### src/rtl/maxpool_ctrl_pkg.sv
// maxpool_ctrl_pkg: shared FP16 constants, sequencer states and compare tag type.
package maxpool_ctrl_pkg;
    localparam int FP16_W = 16;
    localparam int TAG_CH_W = 4;
    localparam logic [FP16_W-1:0] FP16_ZERO = '0;
    typedef enum logic [1:0] {IDLE, RUN, DRAIN, FLUSH} state_t;
    typedef struct packed {
        logic [TAG_CH_W-1:0] ch;
        logic [FP16_W-1:0]   data;
    } tag_t;
endpackage

### src/rtl/maxpool_ctrl_tag_fifo.sv
// pool_tag_fifo: synchronous FIFO tracking in-flight compares in issue order.
module pool_tag_fifo import maxpool_ctrl_pkg::*; #(
    parameter int W = $bits(tag_t),
    parameter int DEPTH = 4
) (
    input  logic         clk,
    input  logic         rst,
    input  logic         push,
    input  logic         pop,
    input  logic [W-1:0] wdata,
    output logic [W-1:0] rdata,
    output logic         full,
    output logic         empty
);
    localparam int AW = DEPTH > 1 ? $clog2(DEPTH) : 1;
    logic [W-1:0] mem [DEPTH];
    logic [AW-1:0] wp, rp;
    logic [AW:0] cnt;
    logic do_push, do_pop;
    assign do_push = push && !full;
    assign do_pop = pop && !empty;
    assign full = cnt == (AW+1)'(DEPTH);
    assign empty = cnt == '0;
    assign rdata = mem[rp];
    always_ff @(posedge clk or posedge rst)
        if (rst) begin
            wp <= '0;
            rp <= '0;
            cnt <= '0;
            for (int i = 0; i < DEPTH; i++) mem[i] <= '0;
        end else begin
            if (do_push) begin
                mem[wp] <= wdata;
                wp <= (wp == AW'(DEPTH - 1)) ? '0 : wp + 1'b1;
            end
            if (do_pop) rp <= (rp == AW'(DEPTH - 1)) ? '0 : rp + 1'b1;
            cnt <= cnt + (AW+1)'(do_push) - (AW+1)'(do_pop);
        end
endmodule

### src/rtl/maxpool_ctrl.sv
// maxpool_ctrl: channel-interleaved FP16 max-pool sequencer driving an external comparator.
// Build option MAXPOOL_RELU_EN fuses a ReLU onto the flushed results.
module maxpool_ctrl import maxpool_ctrl_pkg::*; #(
    parameter int DW = FP16_W,
    parameter int MAX_CH = 16,
    parameter int CH_W = $clog2(MAX_CH),
    parameter int WIN_W = 8,
    parameter int TAG_DEPTH = 4
) (
    input  logic            clk,
    input  logic            rst,
    input  logic            cfg_start,
    input  logic [CH_W:0]   cfg_ch,
    input  logic [WIN_W-1:0] cfg_win,
    output logic            busy,
    output logic            done,
    input  logic            in_valid,
    output logic            in_ready,
    input  logic [DW-1:0]   in_data,
    output logic [DW-1:0]   cmp_a,
    output logic [DW-1:0]   cmp_b,
    output logic            cmp_nd,
    input  logic            cmp_rdy,
    input  logic            cmp_gt,
    output logic            out_valid,
    input  logic            out_ready,
    output logic [DW-1:0]   out_data,
    output logic [CH_W-1:0] out_ch
);
    state_t state, nxt;
    logic [CH_W:0] nch;
    logic [WIN_W-1:0] nwin, pos;
    logic [CH_W-1:0] ch, idx;
    logic [DW-1:0] max_r [MAX_CH];
    logic [MAX_CH-1:0] pending;
    logic accept, issue, pop_ok, start_ok, start_empty, last_ch, last_pos, last_idx;
    logic fifo_full, fifo_empty;
    logic [$bits(tag_t)-1:0] fifo_rdata;
    tag_t tag_in, tag_out;
    assign start_ok = state == IDLE && cfg_start && cfg_ch != '0 && cfg_win != '0;
    assign start_empty = state == IDLE && cfg_start && (cfg_ch == '0 || cfg_win == '0);
    assign last_ch = {1'b0, ch} == nch - 1'b1;
    assign last_pos = pos == nwin - 1'b1;
    assign last_idx = {1'b0, idx} == nch - 1'b1;
    assign accept = in_valid && in_ready;
    assign issue = accept && pos != '0;
    assign pop_ok = cmp_rdy && !fifo_empty;
    assign tag_in = '{ch: TAG_CH_W'(ch), data: in_data};
    assign tag_out = tag_t'(fifo_rdata);
    pool_tag_fifo #(.W($bits(tag_t)), .DEPTH(TAG_DEPTH)) u_fifo (
        .clk(clk), .rst(rst), .push(issue), .pop(cmp_rdy), .wdata(tag_in),
        .rdata(fifo_rdata), .full(fifo_full), .empty(fifo_empty)
    );
    always_ff @(posedge clk or posedge rst)
        if (rst) state <= IDLE;
        else state <= nxt;
    always_comb begin
        nxt = state;
        case (state)
            IDLE:    nxt = start_ok ? RUN : IDLE;
            RUN:     nxt = (accept && last_ch && last_pos) ? DRAIN : RUN;
            DRAIN:   nxt = (fifo_empty && pending == '0) ? FLUSH : DRAIN;
            FLUSH:   nxt = (out_ready && last_idx) ? IDLE : FLUSH;
            default: nxt = IDLE;
        endcase
    end
    always_comb begin
        busy = state != IDLE;
        in_ready = state == RUN && !pending[ch] && !fifo_full;
        out_valid = state == FLUSH;
        out_ch = out_valid ? idx : '0;
`ifdef MAXPOOL_RELU_EN
        out_data = (out_valid && !max_r[idx][DW-1]) ? max_r[idx] : FP16_ZERO;
`else
        out_data = out_valid ? max_r[idx] : FP16_ZERO;
`endif
    end
    // A channel's max is only written by its first element or its own write-back;
    // pending guarantees those two never collide on one channel.
    always_ff @(posedge clk or posedge rst)
        if (rst) begin
            done <= 1'b0;
            cmp_nd <= 1'b0;
            cmp_a <= '0;
            cmp_b <= '0;
            nch <= '0;
            nwin <= '0;
            ch <= '0;
            pos <= '0;
            idx <= '0;
            pending <= '0;
            for (int i = 0; i < MAX_CH; i++) max_r[i] <= '0;
        end else begin
            done <= start_empty || (state == FLUSH && out_ready && last_idx);
            cmp_nd <= issue;
            if (issue) begin
                cmp_a <= in_data;
                cmp_b <= max_r[ch];
            end
            if (start_ok) begin
                nch <= cfg_ch;
                nwin <= cfg_win;
                ch <= '0;
                pos <= '0;
            end else if (accept) begin
                ch <= last_ch ? '0 : ch + 1'b1;
                pos <= last_ch ? pos + 1'b1 : pos;
            end
            if (state == DRAIN) idx <= '0;
            else if (out_valid && out_ready) idx <= idx + 1'b1;
            if (pop_ok) begin
                pending[CH_W'(tag_out.ch)] <= 1'b0;
                if (cmp_gt) max_r[CH_W'(tag_out.ch)] <= tag_out.data;
            end
            if (accept && pos == '0) max_r[ch] <= in_data;
            if (issue) pending[ch] <= 1'b1;
        end
endmodule

### config.mk
export PLATFORM = sky130hd
export DESIGN_NAME = maxpool_ctrl
export DESIGN_NICKNAME = d
export VERILOG_FILES = /design/src/rtl/maxpool_ctrl_pkg.sv /design/src/rtl/maxpool_ctrl_tag_fifo.sv /design/src/rtl/maxpool_ctrl.sv
export SDC_FILE = /design/constraint.sdc
export NUM_CORES = 1
export LEC_CHECK = 0
export CAP_MARGIN = 25
export CELL_PAD_IN_SITES_DETAIL_PLACEMENT = 1
export CELL_PAD_IN_SITES_GLOBAL_PLACEMENT = 1
export CORE_ASPECT_RATIO = 1.4
export CORE_UTILIZATION = 51
export CTS_CLUSTER_SIZE = 12
export DETAILED_ROUTE_END_ITERATION = 10
export PLACE_DENSITY = 0.86
export SYNTH_ARGS = -nofsm -noshare
export SYNTH_HDL_FRONTEND = slang
export SYNTH_SLANG_ARGS = --single-unit
### constraint.sdc
create_clock -name clk -period 19 [get_ports clk]
set_input_delay 3.8 -clock clk [delete_from_list [all_inputs] [get_ports clk]]
set_output_delay 3.8 -clock clk [all_outputs]
set_load 0.02 [all_outputs]
==> metrics.txt <==
Die H=between 200 and 300 um; fin crit period=8050 ps; n_diodes=0; yosys warns=0; Post-Syn Nets=2099; antenna-violating nets left=0; GRT overflow=0; WL final=~80 mm; dpl hpwl=47.0 mm; CP Launch Type=flop; TritonCTS clock tree=yes; post-route cell area=26800 um^2; Starting DRT DRC Count=roughly 1800; Worst Skew=between 20 and 25 ps; post-route clock period utilization=0.424; first-pass GRT wire length=123 mm; storage element area=around 11000 um^2; vias in the first global route=~20000; vias per cell=just under 7; Slew Limit Headroom=0.222; Hold Path Stages=1; Sum Neg Setup Slack=0 ps; Leakage=between 0.01 and 0.015 uW; # rows=93; top_reg_cell synth=dfrtp_1; gr usage total=0.342; critical path class=flop to output pin; outcome=finished clean; Worst R2R End=u_fifo.mem[69]; fin. max-slew vios=0; Clock transition at path regs=~70 ps; drt wl/cell=about 30 um; CTS H-tree depth=2; Setup violations, final=0; Final Hold Fails=0; average cell area after synthesis=around 12 um^2; NumNets Final=between 2000 and 2500; Worst R2R Start=ch[2]; DIE AREA=slightly below 50000 um^2; Max VDD drop=0.0909 mV; Post-synth EDFFs=0; flops & latches, synth=424; Num Clock Sinks=between 400 and 500; Via Count=18300; fill count=between 4000 and 5000; area of the multi-input gates=about 12000 um^2; initial antenna violation count=2; DIE WIDTH=186 um; hold_ws=498 ps; I/O Buffers=92; Detailed Routing Iterations Pass 1=5; CP endpoint kind=output pin; hold_buf cts=0; Async SR Flop Fraction=1.00; I/O pin count=93; Pwr per Cell Area=around 160 nW/um^2; RSZ-0062 raised after global routing=false; pin count of the biggest net entering global routing=between 100 and 150; clk root buf=clkbuf_16; HP Class=flop to flop; Residual DRC=0; Final GP Congestion=0.826; CTS max path bufs=3; post-CTS setup buffers=0; worst path required time=~15000 ps; Post-Syn Area=~24000 um^2; Core Box Area=between 40000 and 50000 um^2; DP Area=about 25000 um^2; Initial Utilization=0.520; R2R setup slack=14270 ps; Worst Tran Pin Value=roughly 1200 ps; R2R depth=8; Worst EP arrival=about 4300 ps; fin util=0.578; CTS buffer count=44; Resize count post-CTS=0; Clock Latency Late Sink=about 580 ps; Post-Synthesis Cells=2046; crit-path max FO=38; max cap viols=0; WHS Endpoint=u_fifo.mem[1]; share of layout cells above drive strength 1=0.209; Syn-to-layout area delta=11.1%; hold path start=u_fifo.mem[1]; post-synthesis sequential area ratio=0.441; distinct cell type count after synthesis=63; Max Freq=124 MHz
flip-flops by register name, indices dropped and copies added (netlist names), 2 cells and up:
name        flops
pos             8
u_fifo.cnt      3
cmp_a          16
nwin            8
pending        16
max_r         256
u_fifo.wp       2
u_fifo.rp       2
u_fifo.mem     80
idx             4
ch              4
state           2
cmp_b          16
nch             5
cell usage in the layout, fill, tap and decap left out, types with 16 or more instances in the layout:
cell / n
ha_1: 16
nand2_1: 56
clkdlybuf4s50_1: 92
buf_4: 31
mux4_2: 182
nand4_1: 25
mux2_2: 113
mux2i_1: 261
inv_1: 27
a21oi_1: 262
and2_1: 22
clkbuf_16: 45
nor2_1: 280
o21ai_0: 52
dfrtp_1: 419
critical path: stages (launching register included):
cell	delay (ps)
dfrtp_4	950
buf_4	690
mux4_2	640
mux4_2	570
and2_1	190
clkdlybuf4s50_1	530
power breakdown:
| group | switching (uW) | leakage, uW | internal [uW] |
|---|---|---|---|
| Clock | 371 | 0.000666 | 478 |
| Combinational | 1030 | 0.00545 | 926 |
| Sequential | 311 | 0.00561 | 1230 |
| Total | 1710 | 0.0117 | 2630 |
metal layers:
metal  GRT usage  wire [um]  vias to the layer above
met2       0.565      39300                     1004
met5           0          0                        -
met1       0.415      28900                     9538
li1            -          -                     7415
met3      0.0513       6200                      375
met4       0.231       5720                        0
kinds of logic after synthesis:
logic type	after synthesis	synth area share
AO/OA/AOI/OAI	338	0.0737
multiplexers	560	0.333
adder cells (fa/ha/maj)	17	0.00914
flip-flops	424	0.441
buffers and inverters	221	0.0417
AND/OR/NAND/NOR	465	0.0928
XOR/XNOR	21	0.00878
cells in the mapped netlist (3+ instances only):
cell type	instances	area, um^2
a21oi_1	262	1310
a22oi_1	3	22.5
and2_1	22	138
and3_1	3	18.8
and3b_1	3	26.3
buf_1	9	33.8
buf_2	32	160
buf_4	6	45.0
buf_6	15	169
clkbuf_1	130	488
dfrtp_1	424	10600
ha_1	16	200
inv_1	28	105
mux2_1	4	45.0
mux2_2	113	1270
mux2i_1	261	2610
mux4_2	182	4100
nand2_1	56	210
nand2b_1	14	87.6
nand3_1	7	35.0
nand3b_1	4	30.0
nand4_1	25	156
nor2_1	280	1050
nor2_8	9	180
nor2b_1	3	18.8
nor3_1	7	35.0
nor4_1	9	56.3
o21ai_0	52	260
or2_2	3	18.8
or4_1	3	22.5
xnor2_1	13	114
xor2_1	6	52.6
worst max-delay path by stage:
stage	start	to	slack [ps]	cells past startpoint
floorplan	rst	ch[0]	3400	1
global placement	idx[0]	out_data[11]	11660	5
detailed placement	idx[0]	out_data[2]	11590	5
CTS	idx[0]	out_data[2]	10960	5
global route	idx[0]	out_data[2]	10780	5
finish	idx[0]	out_data[2]	10950	5
final cells by class:
cell class / instances / share of cell area
well taps: 617 / 0.0288
inverters: 29 / 0.00435
repair buffers: 134 / 0.0529
clock inverters: 7 / 0.00252
clock buffers: 66 / 0.0480
flip-flops and latches: 424 / 0.397
multi-input cells: 1401 / 0.467
stage by stage:
stage	cells	total power (uW)	setup WS, ps
after global routing	2678	4520	10780
after global placement	2594	3280	11660
after floorplan	2046	2840	3400
after detailed placement	2596	3420	11590
final	2678	4340	10950
after CTS	2669	4300	10960
Note: power is estimated with default switching activity, not from simulation.
